$ cat src/rtl/gemm_tile_drain.sv
// Captures an N x N accumulator tile and streams it out one narrowed row per handshake.
// Narrowing: truncation by default, saturation when GEMM_DRAIN_SAT_EN is defined.
module gemm_tile_drain #(
  parameter int N     = 4,
  parameter int ACC_W = 32,
  parameter int OUT_W = 16,
  localparam int RW   = (N > 1) ? $clog2(N) : 1
) (
  input  logic                   clk,
  input  logic                   rst,
  input  logic                   tile_valid,
  output logic                   tile_ready,
  input  logic [N*N*ACC_W-1:0]   tile_data,
  output logic                   out_valid,
  input  logic                   out_ready,
  output logic [N*OUT_W-1:0]     out_data,
  output logic [RW-1:0]          out_row,
  output logic                   out_last,
  output logic [N-1:0]           out_sat,
  output logic                   busy,
  output logic [15:0]            tiles_done
);

  typedef enum logic {IDLE, DRAIN} state_t;

  state_t               state;
  logic [N*N*ACC_W-1:0] tile_q;
  logic [RW-1:0]        row_q;
  logic                 fire;
  logic                 last_fire;
  logic                 capture;
  logic [RW-1:0]        nxt_idx;
  logic [N*ACC_W-1:0]   src_row;
  logic [N*OUT_W-1:0]   nxt_dat;
  logic [N-1:0]         nxt_sat;

  assign fire       = (state == DRAIN) && out_ready;
  assign last_fire  = fire && out_last;
  assign tile_ready = (state == IDLE) || last_fire;
  assign capture    = tile_valid && tile_ready;
  assign busy       = (state == DRAIN);
  assign out_row    = row_q;

  // Output registers are loaded with the row that will be visible next cycle:
  // row 0 of the incoming tile on capture, otherwise the following buffered row.
  assign nxt_idx = (row_q == RW'(N - 1)) ? '0 : row_q + 1'b1;
  assign src_row = capture ? tile_data[N*ACC_W-1:0]
                           : tile_q[nxt_idx*N*ACC_W +: N*ACC_W];

  for (genvar j = 0; j < N; j++) begin : g_col
    logic signed [ACC_W-1:0] acc;
    assign acc = src_row[j*ACC_W +: ACC_W];
`ifdef GEMM_DRAIN_SAT_EN
    localparam logic signed [ACC_W-1:0] MAXV = ACC_W'((1 << (OUT_W - 1)) - 1);
    localparam logic signed [ACC_W-1:0] MINV = ~MAXV;
    logic hi, lo;
    assign hi = acc > MAXV;
    assign lo = acc < MINV;
    assign nxt_dat[j*OUT_W +: OUT_W] = hi ? MAXV[OUT_W-1:0] :
                                       lo ? MINV[OUT_W-1:0] : acc[OUT_W-1:0];
    assign nxt_sat[j] = hi | lo;
`else
    assign nxt_dat[j*OUT_W +: OUT_W] = acc[OUT_W-1:0];
    assign nxt_sat[j] = 1'b0;
`endif
  end

  always_ff @(posedge clk or posedge rst) begin
    if (rst) begin
      state      <= IDLE;
      tile_q     <= '0;
      row_q      <= '0;
      out_valid  <= 1'b0;
      out_data   <= '0;
      out_sat    <= '0;
      out_last   <= 1'b0;
      tiles_done <= '0;
    end else begin
      if (last_fire)
        tiles_done <= tiles_done + 16'd1;
      if (capture) begin
        tile_q    <= tile_data;
        row_q     <= '0;
        state     <= DRAIN;
        out_valid <= 1'b1;
        out_data  <= nxt_dat;
        out_sat   <= nxt_sat;
        out_last  <= (N == 1);
      end else if (last_fire) begin
        state     <= IDLE;
        row_q     <= '0;
        out_valid <= 1'b0;
        out_data  <= '0;
        out_sat   <= '0;
        out_last  <= 1'b0;
      end else if (fire) begin
        row_q    <= nxt_idx;
        out_data <= nxt_dat;
        out_sat  <= nxt_sat;
        out_last <= (nxt_idx == RW'(N - 1));
      end
    end
  end

endmodule
$ cat config.mk
export PLATFORM = sky130hd
export DESIGN_NAME = gemm_tile_drain
export DESIGN_NICKNAME = d
export VERILOG_FILES = /design/src/rtl/gemm_tile_drain.sv
export SDC_FILE = /design/constraint.sdc
export NUM_CORES = 1
export LEC_CHECK = 0
export ABC_CLOCK_PERIOD_IN_PS = 9300
export BUFFER_PORTS_ARGS = -buffer_cell sky130_fd_sc_hd__clkbuf_2
export CORE_AREA = 2 2 237 239
export CTS_CLUSTER_DIAMETER = 60
export DETAILED_ROUTE_END_ITERATION = 10
export DIE_AREA = 0 0 239 241
export GPL_ROUTABILITY_DRIVEN = 0
export HOLD_SLACK_MARGIN = 0.02
export PLACE_DENSITY = 0.58
export SYNTH_ARGS = -nofsm -noshare
export SYNTH_HDL_FRONTEND = slang
export SYNTH_SLANG_ARGS = --single-unit
$ cat constraint.sdc
create_clock -name clk -period 9.3 [get_ports clk]
set_input_delay 0.465 -clock clk [delete_from_list [all_inputs] [get_ports clk]]
set_output_delay 0.465 -clock clk [all_outputs]
set_load 0.03 [all_outputs]
==> Word-level counts from Yosys, hierarchy flattened <==
Cells that the tools add are included.
{ "op_classes": {"addsub": 2, "eq_ne": 2, "n_shift": 1, "muxes": 16, "bitwise": 1, "n_reduce_logical": 6} }
{ "op_table": {"columns": ["op", "n"], "rows": [
  ["$shiftx A512 B10 Y112", 1],
  ["$mux W64", 3],
  ["$mux W112", 1],
  ["$add A16 B1 Y16 const B", 1],
  ["$mux W4", 3],
  ["$mux W2", 4],
  ["$mux W1", 5],
  ["$eq A2 B2 Y1 const B", 2],
  ["$logic_and A1 B1 Y1", 3],
  ["$reduce_bool A3 Y1", 1],
  ["$add A2 B1 Y2 const B", 1],
  ["$reduce_bool A2 Y1", 1],
  ["$logic_or A1 B1 Y1", 1],
  ["$not A1 Y1", 1]
]} }
{ "word_totals": {"reg_bits": 600, "inputBits": 516, "out_inout_bits": 90, "elab_cells": 35} }

==> Longest topological paths before layout <==
Gate-level depths: netlist of run 1.
{ "depth": {"depth_word": 8, "mapped_depth": 8, "depth_no_buf": 5} }

==> Worst setup path before layout of run 1 <==
OpenSTA, ideal clock, no wires.
{ "synth_timing": {"path_type": "flip-flop to flip-flop", "start": "register row_q[0], in the netlist out_row[0]", "end": "register out_data[10]", "arrival_ps": 2126, "required_ps": 9173, "slack_ps": 7047, "path_stages_with_launch": 8, "period_less_slack_ps": 2253, "path_cell_list": "dfrtp_1 > inv_1 > ha_1 > buf_6 > buf_6 > mux4_2 > a222oi_1 > inv_1"} }
{ "synth_between": {"elab_chain_len": 7, "word_cells_on_any_way": 8} }
{ "synth_rtl": {"columns": ["item", "line_no", "source"], "rows": [
  ["start: declaration", "28", "logic [RW-1:0] row_q;"],
  ["start signal: assignment", "97", "row_q <= nxt_idx;"],
  ["$add A2 B1 Y2 / $eq A2 B2 Y1 (equally long branches)", "46", "assign nxt_idx = (row_q == RW'(N - 1)) ? '0 : row_q + 1'b1;"],
  ["$mux W2 (*)", "46", null],
  ["$shiftx A512 B10 Y112 (*)", "48", ": tile_q[nxt_idx*N*ACC_W +: N*ACC_W];"],
  ["$mux W112 (*)", "47", "assign src_row = capture ? tile_data[N*ACC_W-1:0]"],
  ["$mux W64", "96", "end else if (fire) begin"],
  ["$mux W64", "89", "end else if (last_fire) begin"],
  ["$mux W64 (*)", "81", "if (capture) begin"],
  ["end signal: assignment", "86", "out_data <= nxt_dat;"],
  ["end signal: assignment", "98", "out_data <= nxt_dat;"],
  ["end: declaration", "16", "output logic [N*OUT_W-1:0] out_data,"]
]} }
Every way passes the cells marked *; elsewhere a longest branch is shown, timed or not. The select of a mux whose other input is x is not followed.
A chain may end at the register's enable or synchronous reset.

==> Worst setup path after layout of run 1 <==
{ "layout_timing": {"start": "register row_q[0], in the netlist out_row[0]", "end": "register out_data[29]"} }
Same word-level chain as after synthesis.

==> summary.md, run 1 <==
| Metric | Value |
|---|---|
| Synth Area in XOR/XNOR | 0.876% |
| CP dominant cell by count | inv_1 |
| Hold_sp | tile_data[292] |
| Fin. max-slew vios | 0 |
| DR DRC count | 0 |
| Internal power | 4.71 mW |
| Core Footprint | 54900 sq um |
| Flop pwr share | 36.9% |
| DRT antenna net count | 0 |
| Per-cell routed wire length | 20.3 um |
| Port Buffers | 345 |
| Clock power share | 24.3% |
| Final Skew | 0.0125 ns |
| Sequential fraction of the synthesis area | 56.7% |
| Commonest non-fill, non-tap cells in the layout | 345 x clkbuf_2, 340 x dfrtp_1, 258 x mux2_2 |
| Period Utilization, post-route | 34.8% |
| RSZ-0062 raised after global routing | false |
| Slew @ Worst Pin | 1.07 ns |
| 1st-pass router iterations | 8 |
| Crit path kind | reg -> reg |
| R2r worst-path depth | 6 |
| Overall routing resource usage | 14.2% |
| Slowest stage delay, CP | 0.84 ns |
| HP Class | in -> reg |
| Drt via density | 4.79 |
| Worst Path Max Fanout | 37 |
| Pwr/cell area | 377 nW/um^2 |
| Die Y | 241 um |
| Max cap viols | 0 |
| Number of global-route vias before repair | 10178 |
| Synth Area in Simple Gates | 1.82% |
| Yosys reg bits | 340 |
| Rows | 86 |
| Clk slew on worst S/H paths | 0.06 ns |
| Final min period | 3.24 ns |
| HPWL Detailed | 27.7 mm |
| Pin count of the biggest net entering global routing | 167 |
| Final hold viol count | 0 |
| Syn_area_per_cell | 15.5 sq um |
| R2R Path End | out_data[29] |
| Post-synthesis cell type count | 32 |
| Critical R2R Launch | out_row[0] |
| # nets final | 1818 |
| FF-to-FF setup slack | 6.06 ns |
| Slowest CP cell | ha_4 |
| Synth Area in Adders | 0.250% |
| Post-Route WL | 41.5 mm |
| Hold Path Sink | tile_q[292] |
| Post-synthesis mux area share | 30.3% |
| Worst-skew pair later-pin latency | 0.55 ns |
| Iteration-0 DRC Markers | 661 |
| # setup viols final | 0 |
| Status | finished clean |
| Req. time, crit path | 9.73 ns |
| Cells after Synth | 968 |
| Switching Power | 2.35 mW |
| Largest family of logic cells by synthesized area | multiplexers |
| Chip width | 239 um |
| # clock sinks | 340 |
| Worst slew margin | 28.7% |
| Power Total | 7.06 mW |
| CTS max path bufs | 3 |
| TritonCTS clock tree | yes |
| Remaining Overflow, GRT | 0 |
| Hold Path Depth | 2 |
| Antenna violations before repair | 12 |
| Commonest non-fill, non-tap cell in the layout | clkbuf_2 |
| Yosys warns | 0 |
| CP cell instances | inv_1 -> ha_4 -> buf_4 -> mux4_2 -> a222oi_1 -> inv_1 |
| Synthesized cell area | 15000 sq um |
| Fmax | 309 MHz |
| Htree depth | 2 |
| Full die area | 57600 sq um |
| Slack of the critical path | 6.06 ns |
| Ports | 606 |
| CP arrival | 3.67 ns |
| Initial core utilization | 27.3% |
| Static Leakage | 8.62 nW |
| P&R area growth vs syn | 24.9% |
| Via count | 9775 |
| Power share of the combinational group | 38.8% |
| Setup crit end kind | register |
| Max rail drop VDD | 0.168 mV |
| Total CTS buffers | 44 |
| Post-synthesis compound-gate area fraction | 5.15% |
| Root buffer cell | clkbuf_16 |
| Final setup TNS | 0 ns |
| Global-route wire length before repair | 62.7 mm |
| Setup crit start kind | register |
| Switching part of the total | 33.3% |
| Post-Place Worst Slack | 5.55 ns |
| Layout cells sized above 1 | 57.2% |
cells in the mapped netlist:
cell        n  area share, %
a21boi_2    1          0.075
a221o_1    18            1.2
a222oi_1   46            3.1
a22o_1      3           0.18
and3_1      4           0.17
and4_1      1          0.058
buf_2      20           0.67
buf_4      29            1.5
buf_6      17            1.3
clkbuf_1    9           0.23
conb_1      1          0.025
dfrtp_1   340             57
ha_1        3           0.25
inv_1      49            1.2
mux2_2    258             19
mux2i_1    20            1.3
mux4_2     64            9.6
nand2_1    27           0.68
nand3_1     4           0.13
nand3_2     1          0.067
nand3b_1    1          0.050
nand4_1     3           0.13
nor2_1      6           0.15
nor2_2      1          0.042
nor2b_1     2          0.083
nor3_1      3           0.10
nor4_1      1          0.042
nor4_2      1          0.083
o21ai_0    19           0.63
or2_2       1          0.042
xnor2_1     8           0.47
xor2_1      7           0.41
flip-flops by register name (all words and copies together), names as in the netlist:
signal	count
tile_q	256
out_data	64
tiles_done	16
out_row	2
busy	1
out_last	1
per-layer routing:
layer	GRT usage, %	vias to the layer above	share of wire, %	wire [um]
li1	-	4307	-	-
met1	18.4	5038	42	17300
met2	21.7	359	46	18900
met3	5.90	63	11	4380
met4	4.19	8	2.0	842
met5	0	-	0.11	46
power groups by stage:
| stage | Clock (mW) | Sequential, mW | Combinational, mW |
|---|---|---|---|
| floorplan | 0 | 2.77 | 1.99 |
| global placement | 0 | 2.60 | 2.74 |
| detailed placement | 0 | 2.63 | 2.81 |
| CTS | 1.77 | 2.61 | 2.81 |
| global route | 1.82 | 2.70 | 2.97 |
| finish | 1.71 | 2.61 | 2.74 |
cell type report:
type,instances,area (sq um)
Antenna cell,8,20.0
Clock buffer,59,1270
Clock inverter,17,193
Fill cell,5377,36100
Inverter,49,188
Multi-Input combinational cell,507,5820
Sequential cell,340,8510
Tap cell,704,881
Timing Repair Buffer,357,1860
worst max path at each step:
| stage | start | end | slack (ns) | cells past startpoint |
|---|---|---|---|---|
| 2_1_floorplan | rst | busy | 4.29 | 1 |
| 3_3_place_gp | tile_valid | tile_q[421] | 5.60 | 5 |
| 3_5_place_dp | tile_valid | tile_q[293] | 5.55 | 5 |
| 4_1_cts | out_row[0] | out_data[26] | 5.92 | 6 |
| 5_1_grt | out_row[0] | out_data[29] | 5.76 | 6 |
| 6_report | out_row[0] | out_data[29] | 6.06 | 6 |
metrics by stage:
stage / hold slack (ns) / std cells / area, sq um / util [%]
floorplan: 0.475 / 971 / 15000 / -
global placement: 0.467 / 1956 / 17200 / 31.4
detailed placement: 0.469 / 1956 / 17200 / 31.4
CTS: 0.0940 / 2033 / 18700 / 34.1
global route: 0.112 / 2034 / 18700 / 34.1
finish: 0.139 / 2041 / 18700 / 34.1
repair_timing:
action / CTS / global route
buffers inserted: 0 / 0
hold endpoints to repair: 15 / 0
hold buffers: 1 / 0
gates resized for setup: 0 / 0
critical path, delay by kind of cell, from the launching register on:
family	cells	cell delay (ns)
buf+inv	3	0.88
fa+ha+maj	1	0.84
mux	1	0.59
flops	1	0.46
compound gates	1	0.31
logic make-up after synthesis:
logic type	count (synthesis)
muxes	342
DFF	340
buffers and inverters	124
AOI/OAI and AO/OA	87
and+or+nand+nor	56
xor gates and xnor gates	15
adders and majority gates	3
other	1
Power figures use the tool's default switching activity.
==> run 2: changes to the inputs <==
ABC_AREA = 1   (was not set)
ABC_CLOCK_PERIOD_IN_PS = 2800   (was 9300)
clock period = 2.8 ns   (was 9.3 ns; I/O delays follow)
==> summary.md, run 2 <==
| Metric | Value |
|---|---|
| Chip width | 239 um (unchanged) |
| Htree depth | 2 (unchanged) |
| Crit path launch | out_row[0] (unchanged) |
| Drt via density | 4.57 (was 4.79) |
| Final setup TNS | 0 ns (unchanged) |
| Rows | 86 (unchanged) |
| Biggest regs | tile_q (256), out_data (64), tiles_done (16) (unchanged) |
| CP dominant cell by count | nand3_1 (was inv_1) |
| Status | finished clean (unchanged) |
| Asr flop ratio synth | 100% (unchanged) |
| CP cell instances | ha_1 -> nor2_4 -> buf_12 -> nand2_1 -> nand3_1 -> nand3_1 -> nand3_1 (was inv_1 -> ha_4 -> buf_4 -> mux4_2 -> a222oi_1 -> inv_1) |
| Full die area | 57600 sq um (unchanged) |
| Commonest non-fill, non-tap cells in the layout | 865 x nand2_1, 345 x clkbuf_2, 340 x dfrtp_1 (was 345 x clkbuf_2, 340 x dfrtp_1, 258 x mux2_2) |
| Post-CTS Setup Bufs | 0 (unchanged) |
| Worst slew margin | 57.9% (was 28.7%) |
| Power share of the combinational group | 43.2% (was 38.8%) |
| Initial core utilization | 27.3% (about the same) |
| Slowest stage delay, CP | 0.44 ns (was 0.84 ns) |
| Cell accounting for the most synthesized area | dfrtp_1 (unchanged) |
| Syn_area_per_cell | 8.15 sq um (was 15.5 sq um) |
| Antenna violations before repair | 6 (was 12) |
| Commonest cells in the netlist | 865 x nand2_1, 340 x dfrtp_1, 196 x nand3_1, 130 x o21ai_0, 81 x inv_1 (was 340 x dfrtp_1, 258 x mux2_2, 64 x mux4_2, 49 x inv_1, 46 x a222oi_1) |
| Top reg by flops | tile_q (unchanged) |
| Crit path kind | reg -> reg (unchanged) |
| Final min period | 2.04 ns (was 3.24 ns) |
| # clock sinks | 340 (unchanged) |
| Most common cell in the netlist | nand2_1 (was dfrtp_1) |
| Global-route wire length before repair | 78.8 mm (was 62.7 mm) |
| Fin. max-slew vios | 0 (unchanged) |
| 1st-pass router iterations | 5 (was 8) |
| R2r worst-path depth | 7 (was 6) |
| Ports | 606 (unchanged) |
| HP Class | in -> async (was in -> reg) |
| Pin count of the biggest net entering global routing | 118 (was 167) |
| DRT antenna net count | 0 (unchanged) |
| Area contributors post-synth | dfrtp_1 57%, nand2_1 22%, nand3_1 6.6% (was dfrtp_1 57%, mux2_2 19%, mux4_2 9.6%) |
| Final Cell Area | 21600 sq um (was 18700 sq um) |
| Via count | 14372 (was 9775) |
| Period Utilization, post-route | 72.8% (was 34.8%) |
| Layout cells sized above 1 | 18.9% (was 57.2%) |
| Worst-skew pair later-pin latency | 0.55 ns (about the same) |
| Core Footprint | 54900 sq um (unchanged) |
| Max rail drop VDD | 0.657 mV (was 0.168 mV) |
| Slew @ Worst Pin | 0.631 ns (was 1.07 ns) |
| Post-synthesis cell type count | 25 (was 32) |
| RSZ-0062 raised after global routing | false (unchanged) |
| Setup crit start kind | register (unchanged) |
| Switching Power | 10.4 mW (was 2.35 mW) |
| Slowest CP cell | dfrtp_1 (was ha_4) |
| # nets final | 2929 (was 1818) |
| Port Buffers | 345 (unchanged) |
| Worst Path Max Fanout | 117 (was 37) |
| Sequential fraction of the synthesis area | 56.9% (was 56.7%) |
| Clock power share | 22.9% (was 24.3%) |
| Overall routing resource usage | 17.2% (was 14.2%) |
| Cells after Synth | 1835 (was 968) |
| Post-synth EDFFs | 0 (unchanged) |
| FF-to-FF setup slack | 0.76 ns (was 6.06 ns) |
| Number of global-route vias before repair | 14696 (was 10178) |
| Req. time, crit path | 3.27 ns (was 9.73 ns) |
| Root buffer cell | clkbuf_16 (unchanged) |
| Remaining Overflow, GRT | 0 (unchanged) |
| Synthesized cell area | 15000 sq um (about the same) |
| R2R Path End | out_data[26] (was out_data[29]) |
| TritonCTS clock tree | yes (unchanged) |
| Post-Route WL | 49.9 mm (was 41.5 mm) |
| HPWL Detailed | 31.5 mm (was 27.7 mm) |
| Placed Area | 17500 sq um (was 17200 sq um) |
| CTS max path bufs | 3 (unchanged) |
| Static Leakage | 11.1 nW (was 8.62 nW) |
| Pwr/cell area | 1150 nW/um^2 (was 377 nW/um^2) |
| Slack of the critical path | 0.763 ns (was 6.06 ns) |
| Final Skew | 0.0139 ns (was 0.0125 ns) |
| Switching part of the total | 42.0% (was 33.3%) |
| Iteration-0 DRC Markers | 886 (was 661) |
| Top-area cell type share of the netlist area | 56.9% (was 56.7%) |
| Critical R2R Launch | out_row[0] (unchanged) |
| Clk slew on worst S/H paths | 0.06 ns (about the same) |
| Final hold viol count | 0 (unchanged) |
| Post-Place Worst Slack | 0.787 ns (was 5.55 ns) |
| Setup crit end kind | register (unchanged) |
| Per-cell routed wire length | 15.9 um (was 20.3 um) |
| Post_cts resized | 0 (unchanged) |
| Commonest non-fill, non-tap cell in the layout | nand2_1 (was clkbuf_2) |
| Worst hold margin | 0.207 ns (was 0.139 ns) |
| CP arrival | 2.51 ns (was 3.67 ns) |
| P&R area growth vs syn | 44.1% (was 24.9%) |
| Fill cells | 5430 (was 5377) |
| Yosys reg bits | 340 (unchanged) |
| Yosys warns | 0 (unchanged) |
| # setup viols final | 0 (unchanged) |
| Power Total | 24.8 mW (was 7.06 mW) |
| Flop pwr share | 33.9% (was 36.9%) |
| Total CTS buffers | 44 (unchanged) |
| Max cap viols | 0 (unchanged) |
| Internal power | 14.4 mW (was 4.71 mW) |
| DR DRC count | 0 (unchanged) |
| Max FFs per register | 256 (unchanged) |
| Fmax | 491 MHz (was 309 MHz) |
| Synth Flop Type | dfrtp_1 (unchanged) |
| Die Y | 241 um (unchanged) |
run 2: worst max-delay path by stage:
| stage | endpoint | slack [ns] |
|---|---|---|
| 3_5_place_dp | out_data[42] | 0.79 |
| 6_report | out_data[26] | 0.76 |
| 2_1_floorplan | busy | -1.89 |
| 3_3_place_gp | tile_q[110] | 0.83 |
| 5_1_grt | out_data[58] | 0.64 |
| 4_1_cts | out_data[42] | 0.78 |
run 2: routing by layer:
| metal | track usage [%] | wire length, um | vias to the layer above |
|---|---|---|---|
| met5 | 0 | 53 | - |
| li1 | - | - | 6940 |
| met4 | 5.21 | 1020 | 8 |
| met2 | 28.3 | 23300 | 490 |
| met3 | 3.15 | 3320 | 79 |
| met1 | 22.9 | 22200 | 6855 |
run 2: logic make-up (layout without fill, tap and decap cells):
family                   count (synthesis)  in the layout  share of synthesized area [%]
XOR/XNOR                                11             11                          0.644
buffers and inverters                  200            801                           6.63
adder cells (fa/ha/maj)                  3              3                          0.251
AO/OA/AOI/OAI                          197            197                           6.60
flip-flops                             340            340                           56.9
AND/OR/NAND/NOR                       1083           1083                           29.0
other                                    1              6                         0.0251
run 2: cell type report:
type	instances	area, sq um	share of cell area (%)
Clock buffer	65	1290	5.99
Multi-Input combinational cell	1298	5500	25.5
Antenna cell	2	5.00	0.0232
Timing Repair Buffer	643	4870	22.6
Sequential cell	340	8510	39.5
Inverter	83	327	1.51
Tap cell	704	881	4.09
Clock inverter	10	171	0.795
run 2: worst max-delay path, delay by kind of cell, from the launching register on:
family	cells	cell delay (ns)
adder cells (fa/ha/maj)	1	0.25
buffers and inverters	1	0.38
flip-flops	1	0.44
AND/OR/NAND/NOR	5	0.71
run 2: stage by stage:
stage          std cells  util (%)
2_1_floorplan       1838         -
3_3_place_gp        2809      31.9
3_5_place_dp        2809      31.9
4_1_cts             3143      39.3
5_1_grt             3144      39.3
6_report            3145      39.3
run 2: what timing repair did:
| item | 4_1_cts | 5_1_grt |
|---|---|---|
| endpoints found under the setup margin | 0 | 0 |
| hold buffers | 259 | 0 |
| hold endpoints to repair | 341 | 0 |
run 2: power by group through the flow:
stage               registers [mW]  logic, mW  clock network [mW]
floorplan                     9.17       6.37                   0
global placement              8.39       10.3                   0
detailed placement            8.46       10.5                   0
CTS                           8.40       10.9                5.87
global route                  8.68       12.1                6.07
finish                        8.42       10.7                5.69
